[config.mk]
export PLATFORM = sky130hd
export DESIGN_NAME = vec_hazard_pipe_flat
export DESIGN_NICKNAME = d
export VERILOG_FILES = /design/src/rtl/vec_hazard_pipe_pkg.sv /design/src/rtl/vec_hazard_pipe_if.sv /design/src/rtl/vec_pipe_reg.sv /design/src/rtl/vec_hazard_pipe.sv /design/src/flat_wrapper.sv
export SDC_FILE = /design/constraint.sdc
export NUM_CORES = 1
export LEC_CHECK = 0
export BUFFER_PORTS_ARGS = -buffer_cell sky130_fd_sc_hd__buf_4
export CAP_MARGIN = 20
export CORE_AREA = 2 2 579 581
export DETAILED_ROUTE_END_ITERATION = 6
export DIE_AREA = 0 0 581 583
export PLACE_DENSITY = 0.37
export SYNTH_ARGS = -nofsm -noshare
export SYNTH_HDL_FRONTEND = slang
export SYNTH_SLANG_ARGS = --single-unit
[constraint.sdc]
create_clock -name clk -period 2 [get_ports clk]
set_input_delay 0.1 -clock clk [delete_from_list [all_inputs] [get_ports clk]]
set_output_delay 0.1 -clock clk [all_outputs]
set_load 0.05 [all_outputs]
[src/rtl/vec_hazard_pipe_pkg.sv]
// vec_pkg: shared defaults, lane/vector types and forwarding-select codes
// for the vector-lane hazard pipeline.
package vec_pkg;

    localparam int LANES  = 10;
    localparam int LANE_W = 16;
    localparam int VAW    = 3;

    typedef logic [LANE_W-1:0] vlane_t;
    typedef vlane_t [LANES-1:0] vvec_t;

    localparam logic [1:0] FWD_RF = 2'b00;
    localparam logic [1:0] FWD_W  = 2'b01;
    localparam logic [1:0] FWD_M  = 2'b10;

endpackage

[src/rtl/vec_hazard_pipe_if.sv]
// vec_hazard_pipe_if: groups the decode inputs, execute/memory data and the
// hazard outputs of the vector pipeline. The lane mask signals exist only
// when VEC_LANE_MASK_EN is defined.
interface vec_hazard_pipe_if #(
    parameter int LANES  = vec_pkg::LANES,
    parameter int LANE_W = vec_pkg::LANE_W,
    parameter int VAW    = vec_pkg::VAW
);
    localparam int VW = LANES * LANE_W;

    logic [VAW-1:0] VRA1D;
    logic [VAW-1:0] VRA2D;
    logic           VUse1D;
    logic           VUse2D;
    logic [VAW-1:0] VWA3D;
    logic           VRegWriteD;
    logic           VMemtoRegD;
    logic [VW-1:0]  VD1D;
    logic [VW-1:0]  VD2D;
    logic           FlushE;
    logic [VW-1:0]  ALUVResultE;
    logic [VW-1:0]  ReadDataVM;
`ifdef VEC_LANE_MASK_EN
    logic [LANES-1:0] VMaskD;
    logic [LANES-1:0] VMaskW;
`endif
    logic [VW-1:0]  SrcVAE;
    logic [VW-1:0]  SrcVBE;
    logic [VW-1:0]  ALUVResultM;
    logic [VW-1:0]  WriteDataVM;
    logic [VW-1:0]  VResultW;
    logic [VAW-1:0] VWA3W;
    logic           VRegWriteW;
    logic [1:0]     ForwardVAE;
    logic [1:0]     ForwardVBE;
    logic           StallVD;
    logic           FlushVE;

    modport master (
`ifdef VEC_LANE_MASK_EN
        output VMaskD, input VMaskW,
`endif
        output VRA1D, VRA2D, VUse1D, VUse2D, VWA3D, VRegWriteD, VMemtoRegD,
        output VD1D, VD2D, FlushE, ALUVResultE, ReadDataVM,
        input  SrcVAE, SrcVBE, ALUVResultM, WriteDataVM, VResultW, VWA3W,
        input  VRegWriteW, ForwardVAE, ForwardVBE, StallVD, FlushVE
    );

    modport slave (
`ifdef VEC_LANE_MASK_EN
        input VMaskD, output VMaskW,
`endif
        input  VRA1D, VRA2D, VUse1D, VUse2D, VWA3D, VRegWriteD, VMemtoRegD,
        input  VD1D, VD2D, FlushE, ALUVResultE, ReadDataVM,
        output SrcVAE, SrcVBE, ALUVResultM, WriteDataVM, VResultW, VWA3W,
        output VRegWriteW, ForwardVAE, ForwardVBE, StallVD, FlushVE
    );

endinterface

[src/rtl/vec_pipe_reg.sv]
// vec_pipe_reg: pipeline register with asynchronous active-low reset and a
// synchronous clear used to inject bubbles.
module vec_pipe_reg #(
    parameter int W = 8
) (
    input  logic         clk,
    input  logic         reset,
    input  logic         clear,
    input  logic [W-1:0] d,
    output logic [W-1:0] q
);

    // capture every edge; clear wins over data so a bubble is all zeros
    always_ff @(posedge clk or negedge reset) begin
        if (!reset)      q <= '0;
        else if (clear)  q <= '0;
        else             q <= d;
    end

endmodule

[src/rtl/vec_hazard_pipe.sv]
// vec_hazard_pipe: vector-lane D->E->M->W pipeline with E-stage operand
// forwarding from M/W and load-use stall detection.
// Optional feature macro: VEC_LANE_MASK_EN (per-lane write mask carried
// down the pipe and gating forwarding lane by lane).
module vec_hazard_pipe #(
    parameter int LANES  = vec_pkg::LANES,
    parameter int LANE_W = vec_pkg::LANE_W,
    parameter int VAW    = vec_pkg::VAW
) (
    input logic            clk,
    input logic            reset,
    vec_hazard_pipe_if.slave bus
);
    import vec_pkg::*;

    localparam int VW   = LANES * LANE_W;
    localparam int DE_W = 3 * VAW + 2 + 2 * VW;
    localparam int EM_W = 2 * VW + VAW + 2;
    localparam int MW_W = 2 * VW + VAW + 2;

    logic [VAW-1:0]   ra1_e, ra2_e, wa3_e, wa3_m, wa3_w;
    logic             reg_write_e, mem_to_reg_e;
    logic             reg_write_m, mem_to_reg_m;
    logic             reg_write_w, mem_to_reg_w;
    logic [VW-1:0]    vd1_e, vd2_e, alu_m, wd_m, alu_w, rd_w, result_w;
    logic [VW-1:0]    src_a, src_b;
    logic [LANES-1:0] mask_m, mask_w;
    logic [1:0]       sel_a [LANES];
    logic [1:0]       sel_b [LANES];
    logic             stall, flush_ve;

    vec_pipe_reg #(.W(DE_W)) reg_de (
        .clk(clk), .reset(reset), .clear(flush_ve),
        .d({bus.VRA1D, bus.VRA2D, bus.VWA3D, bus.VRegWriteD, bus.VMemtoRegD, bus.VD1D, bus.VD2D}),
        .q({ra1_e, ra2_e, wa3_e, reg_write_e, mem_to_reg_e, vd1_e, vd2_e})
    );

    vec_pipe_reg #(.W(EM_W)) reg_em (
        .clk(clk), .reset(reset), .clear(1'b0),
        .d({bus.ALUVResultE, src_b, wa3_e, reg_write_e, mem_to_reg_e}),
        .q({alu_m, wd_m, wa3_m, reg_write_m, mem_to_reg_m})
    );

    vec_pipe_reg #(.W(MW_W)) reg_mw (
        .clk(clk), .reset(reset), .clear(1'b0),
        .d({alu_m, bus.ReadDataVM, wa3_m, reg_write_m, mem_to_reg_m}),
        .q({alu_w, rd_w, wa3_w, reg_write_w, mem_to_reg_w})
    );

`ifdef VEC_LANE_MASK_EN
    logic [LANES-1:0] mask_e;

    vec_pipe_reg #(.W(LANES)) mask_de (
        .clk(clk), .reset(reset), .clear(flush_ve), .d(bus.VMaskD), .q(mask_e)
    );
    vec_pipe_reg #(.W(LANES)) mask_em (
        .clk(clk), .reset(reset), .clear(1'b0), .d(mask_e), .q(mask_m)
    );
    vec_pipe_reg #(.W(LANES)) mask_mw (
        .clk(clk), .reset(reset), .clear(1'b0), .d(mask_m), .q(mask_w)
    );

    assign bus.VMaskW = mask_w;
`else
    assign mask_m = '1;
    assign mask_w = '1;
`endif

    assign result_w = mem_to_reg_w ? rd_w : alu_w;

    // per-lane forward select: M beats W, and a stage only forwards lanes it writes
    always_comb begin
        for (int i = 0; i < LANES; i++) begin
            sel_a[i] = FWD_RF;
            sel_b[i] = FWD_RF;
            if (reg_write_m && mask_m[i] && (wa3_m == ra1_e))
                sel_a[i] = FWD_M;
            else if (reg_write_w && mask_w[i] && (wa3_w == ra1_e))
                sel_a[i] = FWD_W;
            if (reg_write_m && mask_m[i] && (wa3_m == ra2_e))
                sel_b[i] = FWD_M;
            else if (reg_write_w && mask_w[i] && (wa3_w == ra2_e))
                sel_b[i] = FWD_W;
        end
    end

    // operand muxes; the unused 11 code falls back to the register-file value
    always_comb begin
        src_a = vd1_e;
        src_b = vd2_e;
        for (int i = 0; i < LANES; i++) begin
            case (sel_a[i])
                FWD_M:   src_a[i*LANE_W +: LANE_W] = alu_m[i*LANE_W +: LANE_W];
                FWD_W:   src_a[i*LANE_W +: LANE_W] = result_w[i*LANE_W +: LANE_W];
                default: ;
            endcase
            case (sel_b[i])
                FWD_M:   src_b[i*LANE_W +: LANE_W] = alu_m[i*LANE_W +: LANE_W];
                FWD_W:   src_b[i*LANE_W +: LANE_W] = result_w[i*LANE_W +: LANE_W];
                default: ;
            endcase
        end
    end

    // a load in E whose destination is read by D cannot be forwarded in time
    assign stall = reg_write_e & mem_to_reg_e &
                   ((bus.VUse1D & (bus.VRA1D == wa3_e)) |
                    (bus.VUse2D & (bus.VRA2D == wa3_e)));
    assign flush_ve = stall | bus.FlushE;

    assign bus.SrcVAE      = src_a;
    assign bus.SrcVBE      = src_b;
    assign bus.ALUVResultM = alu_m;
    assign bus.WriteDataVM = wd_m;
    assign bus.VResultW    = result_w;
    assign bus.VWA3W       = wa3_w;
    assign bus.VRegWriteW  = reg_write_w;
    assign bus.ForwardVAE  = sel_a[0];
    assign bus.ForwardVBE  = sel_b[0];
    assign bus.StallVD     = stall;
    assign bus.FlushVE     = flush_ve;

endmodule

[src/flat_wrapper.sv]
// flat-port wrapper written by rule: the top's interface ports become plain ports
module vec_hazard_pipe_flat import vec_pkg::*;
#(
    parameter int LANES  = vec_pkg::LANES,
    parameter int LANE_W = vec_pkg::LANE_W,
    parameter int VAW    = vec_pkg::VAW
)
  (clk, reset, bus_VRA1D, bus_VRA2D, bus_VUse1D, bus_VUse2D, bus_VWA3D, bus_VRegWriteD, bus_VMemtoRegD, bus_VD1D, bus_VD2D, bus_FlushE, bus_ALUVResultE, bus_ReadDataVM, bus_SrcVAE, bus_SrcVBE, bus_ALUVResultM, bus_WriteDataVM, bus_VResultW, bus_VWA3W, bus_VRegWriteW, bus_ForwardVAE, bus_ForwardVBE, bus_StallVD, bus_FlushVE);
  vec_hazard_pipe_if #(.LANES(LANES), .LANE_W(LANE_W), .VAW(VAW)) bus_i ();
  input logic clk;
  input logic reset;
  input wire logic [$bits(bus_i.VRA1D)-1:0] bus_VRA1D;
  input wire logic [$bits(bus_i.VRA2D)-1:0] bus_VRA2D;
  input wire logic [$bits(bus_i.VUse1D)-1:0] bus_VUse1D;
  input wire logic [$bits(bus_i.VUse2D)-1:0] bus_VUse2D;
  input wire logic [$bits(bus_i.VWA3D)-1:0] bus_VWA3D;
  input wire logic [$bits(bus_i.VRegWriteD)-1:0] bus_VRegWriteD;
  input wire logic [$bits(bus_i.VMemtoRegD)-1:0] bus_VMemtoRegD;
  input wire logic [$bits(bus_i.VD1D)-1:0] bus_VD1D;
  input wire logic [$bits(bus_i.VD2D)-1:0] bus_VD2D;
  input wire logic [$bits(bus_i.FlushE)-1:0] bus_FlushE;
  input wire logic [$bits(bus_i.ALUVResultE)-1:0] bus_ALUVResultE;
  input wire logic [$bits(bus_i.ReadDataVM)-1:0] bus_ReadDataVM;
  output wire logic [$bits(bus_i.SrcVAE)-1:0] bus_SrcVAE;
  output wire logic [$bits(bus_i.SrcVBE)-1:0] bus_SrcVBE;
  output wire logic [$bits(bus_i.ALUVResultM)-1:0] bus_ALUVResultM;
  output wire logic [$bits(bus_i.WriteDataVM)-1:0] bus_WriteDataVM;
  output wire logic [$bits(bus_i.VResultW)-1:0] bus_VResultW;
  output wire logic [$bits(bus_i.VWA3W)-1:0] bus_VWA3W;
  output wire logic [$bits(bus_i.VRegWriteW)-1:0] bus_VRegWriteW;
  output wire logic [$bits(bus_i.ForwardVAE)-1:0] bus_ForwardVAE;
  output wire logic [$bits(bus_i.ForwardVBE)-1:0] bus_ForwardVBE;
  output wire logic [$bits(bus_i.StallVD)-1:0] bus_StallVD;
  output wire logic [$bits(bus_i.FlushVE)-1:0] bus_FlushVE;
  assign bus_i.VRA1D = bus_VRA1D;
  assign bus_i.VRA2D = bus_VRA2D;
  assign bus_i.VUse1D = bus_VUse1D;
  assign bus_i.VUse2D = bus_VUse2D;
  assign bus_i.VWA3D = bus_VWA3D;
  assign bus_i.VRegWriteD = bus_VRegWriteD;
  assign bus_i.VMemtoRegD = bus_VMemtoRegD;
  assign bus_i.VD1D = bus_VD1D;
  assign bus_i.VD2D = bus_VD2D;
  assign bus_i.FlushE = bus_FlushE;
  assign bus_i.ALUVResultE = bus_ALUVResultE;
  assign bus_i.ReadDataVM = bus_ReadDataVM;
  assign bus_SrcVAE = bus_i.SrcVAE;
  assign bus_SrcVBE = bus_i.SrcVBE;
  assign bus_ALUVResultM = bus_i.ALUVResultM;
  assign bus_WriteDataVM = bus_i.WriteDataVM;
  assign bus_VResultW = bus_i.VResultW;
  assign bus_VWA3W = bus_i.VWA3W;
  assign bus_VRegWriteW = bus_i.VRegWriteW;
  assign bus_ForwardVAE = bus_i.ForwardVAE;
  assign bus_ForwardVBE = bus_i.ForwardVBE;
  assign bus_StallVD = bus_i.StallVD;
  assign bus_FlushVE = bus_i.FlushVE;
  vec_hazard_pipe #(.LANES(LANES), .LANE_W(LANE_W), .VAW(VAW)) u_core (.clk(clk), .reset(reset), .bus(bus_i));
endmodule
# Word level (Yosys, flattened, before mapping)
# Index checks and enable logic that the tools add are counted.
dict set report totals {
  regBits 981
  input_bits 656
  out_inout_bits 810
  elab_cells 49
}
dict set report op_classes {
  eq_ne 10
  muxes 26
  n_bitwise 6
  reduce_logical 4
}
# cell count
set ops {}
lappend ops {{16-bit case mux with 2 select lines} 20}
lappend ops {{331-bit two-way mux} 1}
lappend ops {{160-bit two-way mux} 1}
lappend ops {{3-bit equality test} 6}
lappend ops {{1-bit AND} 4}
lappend ops {{2-bit by 1-bit equality test with 1-bit output, second input constant} 2}
lappend ops {{2-bit equality test, second input constant} 2}
lappend ops {{1-bit logical AND} 4}
lappend ops {{2-bit two-way mux} 2}
lappend ops {{1-bit two-way mux} 2}
lappend ops {{1-bit bitwise OR} 2}

# Longest topological paths before layout
dict set report depth {
  depth_word 6
  depth_mapped 7
  ltp_nobuf 5
}

# Modules after synthesis
# From an unflattened synthesis, not the netlist that was laid out.
dict set report unflattened {
  hier_cells 3061
  area_unflattened_um2 40192.3
}
# mod n_inst cells_each area_each_um2 seq_area_each_um2
set modules_own_cells {}
lappend modules_own_cells {{vec_pipe_reg at u_core.reg_em ...} 2 686 10827.9 8132.8}
lappend modules_own_cells {{vec_pipe_reg at u_core.reg_de} 1 699 10537.6 8282.9}
lappend modules_own_cells {vec_hazard_pipe 1 990 7998.9 0.0}

# Worst setup path before layout
# OpenSTA, ideal clock, no wires.
dict set report synth_path {
  path_kind {reg2reg}
  from {reg u_core.reg_de.q[325]}
  to {reg u_core.reg_em.q[139]}
  setup_ns 0.173
  t_arrival_ns 2.172
  setup_slack_ns -0.345
  path_stages_with_launch 6
  path_cell_list {dfrtp_1 -> xnor2_1 -> nand4_2 -> inv_2 -> buf_1 -> a221o_1}
}
dict set report synth_via {
  elab_cells_between_ends 9
  cone_classes {eq/ne (4); mux (3); reduce/logical (2)}
}
# item line_no
set synth_lines {}
lappend synth_lines {{start, declared} vec_pipe_reg.sv:10} ;# output logic [W-1:0] q
lappend synth_lines {{start signal, assigned} vec_pipe_reg.sv:15} ;# if (!reset) q <= '0;
lappend synth_lines {{start signal, assigned} vec_pipe_reg.sv:16} ;# else if (clear) q <= '0;
lappend synth_lines {{start signal, assigned} vec_pipe_reg.sv:17} ;# else q <= d;
lappend synth_lines {{3-bit equality test *} --}
lappend synth_lines {{1-bit logical AND *} --}
lappend synth_lines {{2-bit two-way mux *} --}
lappend synth_lines {{net bus_ForwardVBE[1]} flat_wrapper.sv:32} ;# output wire logic [$bits(bus_i.ForwardVBE)-1:0] bus_ForwardVBE;
lappend synth_lines {{2-bit by 1-bit equality test with 1-bit output / 2-bit equality test (equally long branches)} vec_hazard_pipe.sv:97} ;# case (sel_b[i])
lappend synth_lines {{16-bit case mux with 2 select lines *} vec_hazard_pipe.sv:97}
lappend synth_lines {{net bus_SrcVBE[134]} flat_wrapper.sv:25} ;# output wire logic [$bits(bus_i.SrcVBE)-1:0] bus_SrcVBE;
lappend synth_lines {{end signal, assigned} vec_pipe_reg.sv:15}
lappend synth_lines {{end signal, assigned} vec_pipe_reg.sv:16}
lappend synth_lines {{end signal, assigned} vec_pipe_reg.sv:17}
lappend synth_lines {{end, declared} vec_pipe_reg.sv:10}
# The timed path passes the listed nets; every way through them passes the cells marked *.

# Final worst setup path
dict set report layout_path {
  from {reg u_core.reg_em.q[4]}
  to {out bus_SrcVAE[18]}
}
dict set report layout_via {
  elab_chain_len 5
  elab_cells_between_ends 6
  cone_classes {eq/ne (3); mux (2); reduce/logical (1)}
}
# item line_no
set layout_lines {}
lappend layout_lines {{3-bit equality test *} vec_hazard_pipe.sv:76} ;# if (reg_write_m && mask_m[i] && (wa3_m == ra1_e))
lappend layout_lines {{1-bit logical AND *} vec_hazard_pipe.sv:76}
lappend layout_lines {{2-bit two-way mux *} vec_hazard_pipe.sv:76}
lappend layout_lines {{2-bit by 1-bit equality test with 1-bit output / 2-bit equality test (equally long branches)} vec_hazard_pipe.sv:92} ;# case (sel_a[i])
lappend layout_lines {{16-bit case mux with 2 select lines *} vec_hazard_pipe.sv:92}
lappend layout_lines {{end, declared} flat_wrapper.sv:24} ;# output wire logic [$bits(bus_i.SrcVAE)-1:0] bus_SrcVAE;
# Mark *: on every way between the ends. The rest lies on a longest branch, timed or not.

==> metrics.md <==
| Metric | Value |
|---|---|
| Outcome | `finished, violations left` |
| Failing checks | `negative setup slack` |
| Yosys reg bits | `a little under 1000` |
| Sw Ratio | `33.5%` |
| CTS tree | `yes` |
| Hold_ws | `approximately 0.065 ns` |
| Drt drc | `0` |
| Die extent in x | `around 580 µm` |
| Final Hold Fails | `0` |
| First-pass DRT Iterations | `5` |
| Clock Sinks | `981` |
| Fmax | `between 0.3 and 0.4 GHz` |
| Slowest CP cell | `dfrtp_1` |
| Rel. slew slack | `about half` |
| Leakage power | `approximately 33 nW` |
| Worst-Margin Slew | `0.739 ns` |
| Post-synthesis simple-gate area fraction | `approximately an eighth` |
| Main combinational cell family by area after synthesis | `simple AND/OR/NAND/NOR gates` |
| Final setup vio count | `707` |
| Critical Path RT | `1.90 ns` |
| Logic pwr share | `roughly a quarter` |
| Dpl cell area | `0.0562 mm²` |
| Core area | `0.332 mm²` |
| Post-synth cell types | `20` |
| Startpoint Class | `flop` |
| Synth Area in XOR/XNOR | `0.418%` |
| Vias | `35200` |
| Clock H-tree levels | `4` |
| Pint | `around 42 mW` |
| Reg area | `0.0246 mm²` |
| Area of the multi-input gates | `0.0106 mm²` |
| Latest clock arrival within the worst-skew pair | `0.82 ns` |
| Final WS setup | `-1.23 ns` |
| Avg Cell Area, Syn | `14.0 µm²` |
| Post-Syn Area | `0.0377 mm²` |
| DR WL/cell | `28.3 µm` |
| Compound-gate portion of the synthesized area | `~8.5%` |
| Initial Util | `a little under an eighth` |
| Synth Net Count | `3350` |
| Switching power | `about 21 mW` |
| Reg power frac | `34.8%` |
| Worst VDD drop | `~0.54 mV` |
| Largest net degree at the start of global routing | `80` |
| Placed cells | `around 8500` |
| Synth-to-Final Area Change | `89.9%` |
| Final period util | `162%` |
| Clock power frac | `38.7%` |
| CP peak stage delay | `0.43 ns` |
| Worst path top cell family by delay | `simple AND/OR/NAND/NOR gates` |
| IO buf count | `1465` |
| Total CTS buffers | `~130` |
| Max-slew violation count | `0` |
| Worst path bufs/invs | `2` |
| Fillers | `35900` |
| CP Max Fanout | `61` |
| Synth Warn # | `0` |
| Io pins | `1466` |
| Overflow after GRT | `0` |
| Initial antenna violation count | `91` |
| Fin area | `between 0.07 and 0.08 mm²` |
| DPL Wire Length | `219000 µm` |
| # rows | `212` |
| Worst Path Arrival | `3.13 ns` |
| DRT iter0 DRCs | `between 2000 and 2500` |
| Layout Skew | `0.0388 ns` |
| Final nets | `~5900` |
| Multiplexer share of the synthesized area | `4.78%` |
| Reg clk slew, reported paths | `0.06 ns` |
| Tot GR Track Use | `15.5%` |
| Dpl ws | `-0.332 ns` |
| Post-synthesis sequential area ratio | `65.1%` |
| Worst-path cell chain | `xnor2_1, nand4_4, buf_12, and3_1, a221o_2, buf_4` |
| Crit path kind | `flop to primary output` |
| Root Driver | `clkbuf_16` |
| WL final | `roughly 280000 µm` |
| Cell Pwr Density | `886 mW/mm²` |
| Fin crit period | `~3.2 ns` |
| Max Cap Violations | `0` |
| Worst min path class | `input pin to flop` |
| Vias per cell | `3.59` |
| Layout Cells excl Fill | `9787` |
| Antenna viol nets, final | `0` |
| CP Capture Type | `primary output` |
| Unrepaired setup endpoints after global routing | `yes` |
| Layout cells sized above 1 | `roughly 50%` |
| First-pass GRT wire length | `around 360000 µm` |
| Synth Instances | `2694` |
| Clk buf depth | `4` |
| Gp weighted congestion | `0.948` |
| Die H | `approximately 600 µm` |
| Area of the die | `about 0.34 mm²` |
| Vias in the first global route | `37600` |
| Synth Area in Adders | `0%` |
flip-flops by register name, indices dropped and copies added, names as in the netlist:
signal,flops
u_core.reg_mw.q,325
u_core.reg_em.q,325
u_core.reg_de.q,331
power by group through the flow:
| stage | clock, mW | sequential, mW | combinational (mW) |
|---|---|---|---|
| 6_report | 24.6 | 22.1 | 16.8 |
| 5_1_grt | 26.2 | 22.1 | 17.4 |
| 4_1_cts | 25.4 | 22.1 | 16.8 |
| 3_5_place_dp | 0 | 22.4 | 14.8 |
| 3_3_place_gp | 0 | 22.4 | 14.8 |
| 2_1_floorplan | 0 | 21.7 | 8.32 |
cell usage after synthesis:
cell type  number  area (µm²)
nand2_1         1        3.75
buf_2          92         460
nand4_1         2        12.5
inv_2           2        7.51
nand4_2         2        25.0
nor3b_1       331        2480
and2_1          2        12.5
mux2_2        160        1800
buf_1           3        11.3
xnor2_1        18         158
nor2_2          2        12.5
clkbuf_1      130         488
dfrtp_1       981       24500
a221o_1       320        3200
a21oi_2         1        8.76
and3_1        320        2000
or2_2           1        6.26
and4_1          2        17.5
buf_4         320        2400
buf_6           4        45.0
repair_timing:
action / CTS / global route
hold buffers: 971 / 0
buffers inserted: 3 / 14
hold endpoints to repair: 1539 / 0
setup endpoints to repair: 745 / 752
cloned: 2 / 9
resized for setup: 111 / 87
pin swaps: 5 / 20
per-stage QoR:
stage	power, mW	utilization, %	TNS, ns
3_5_place_dp	37.2	16.9	-88.77
5_1_grt	65.8	21.5	-532.89
3_3_place_gp	37.3	16.9	-109.46
4_1_cts	64.3	21.3	-511.50
2_1_floorplan	30.1	-	-1.98
6_report	63.5	21.6	-480.35
layout make-up:
| cell class | count | area share [%] |
|---|---|---|
| repair buffers | 2981 | 37.0 |
| flip-flops and latches | 981 | 34.3 |
| multi-input cells | 1162 | 14.7 |
| well taps | 4387 | 7.66 |
| clock buffers | 193 | 5.47 |
| clock inverters | 42 | 0.683 |
| diodes | 39 | 0.136 |
| inverters | 2 | 0.0314 |
worst reg2reg max path: stages (launching register included):
cell	delay, ns
dfrtp_1	0.41
xnor2_1	0.20
buf_4	0.15
nand4_4	0.10
buf_6	0.17
inv_8	0.06
nor2_4	0.04
buf_12	0.17
buf_16	0.19
clkbuf_16	0.26
a221o_2	0.39
buf_4	0.15
buf_4	0.13
logic make-up after synthesis:
logic type             count (synthesis)
XOR/XNOR                              18
buffers and inverters                551
multiplexers                         160
flip-flops                           981
AO/OA/AOI/OAI                        321
AND/OR/NAND/NOR                      663
worst paths after layout:
path,startpoint,end,slack [ns],cells after the start
worst min-delay path,bus_VRA2D[2],u_core.reg_de.q[330]$_DFF_PN0_,0.07,6
worst min register to register,u_core.reg_em.q[0]$_DFF_PN0_,u_core.reg_mw.q[0]$_DFF_PN0_,0.35,0
worst max register to register,u_core.reg_em.q[3]$_DFF_PN0_,u_core.reg_em.q[50]$_DFF_PN0_,-0.53,12
min in group asynchronous,reset,u_core.reg_de.q[151]$_DFF_PN0_,0.23,3
max in group asynchronous,reset,u_core.reg_de.q[90]$_DFF_PN0_,0.93,3
worst max-delay path,u_core.reg_em.q[4]$_DFF_PN0_,bus_SrcVAE[18],-1.23,6
metal layers:
layer / up-vias / GRT usage (%) / routed length (µm)
met2: 1884 / 26.3 / 132000
met3: 441 / 4.20 / 21200
met4: 46 / 4.99 / 9820
li1: 14700 / - / -
met1: 18100 / 18.9 / 113000
met5: - / 0 / 310
placed cells by master, fill, tap and decap left out, types with 2 or more instances in the layout:
| cell | synthesis | layout |
|---|---|---|
| buf_4 | 320 | 1764 |
| dfrtp_1 | 981 | 977 |
| dlygate4sd3_1 | 0 | 971 |
| nor3b_1 | 331 | 331 |
| and3_1 | 320 | 315 |
| a221o_2 | 0 | 271 |
| buf_6 | 4 | 161 |
| clkbuf_16 | 0 | 146 |
| mux2_4 | 0 | 103 |
| buf_12 | 0 | 59 |
| mux2_2 | 160 | 57 |
| a221o_1 | 320 | 49 |
| diode_2 | 0 | 39 |
| clkbuf_1 | 130 | 30 |
| clkbuf_8 | 0 | 24 |
| clkinv_2 | 0 | 18 |
| xnor2_1 | 18 | 16 |
| buf_8 | 0 | 13 |
| bufinv_16 | 0 | 8 |
| clkinvlp_4 | 0 | 6 |
| and3_4 | 0 | 5 |
| buf_16 | 0 | 5 |
| clkinv_4 | 0 | 4 |
| inv_6 | 0 | 3 |
| dfrtp_2 | 0 | 3 |
| xnor2_2 | 0 | 2 |
| nand4_4 | 0 | 2 |
| and4_4 | 0 | 2 |
| and2_1 | 2 | 2 |
| inv_8 | 0 | 2 |
| nor2_4 | 0 | 2 |
| nand4_1 | 2 | 2 |
| clkinv_8 | 0 | 2 |
No activity file was read; power rests on OpenSTA's default activity.
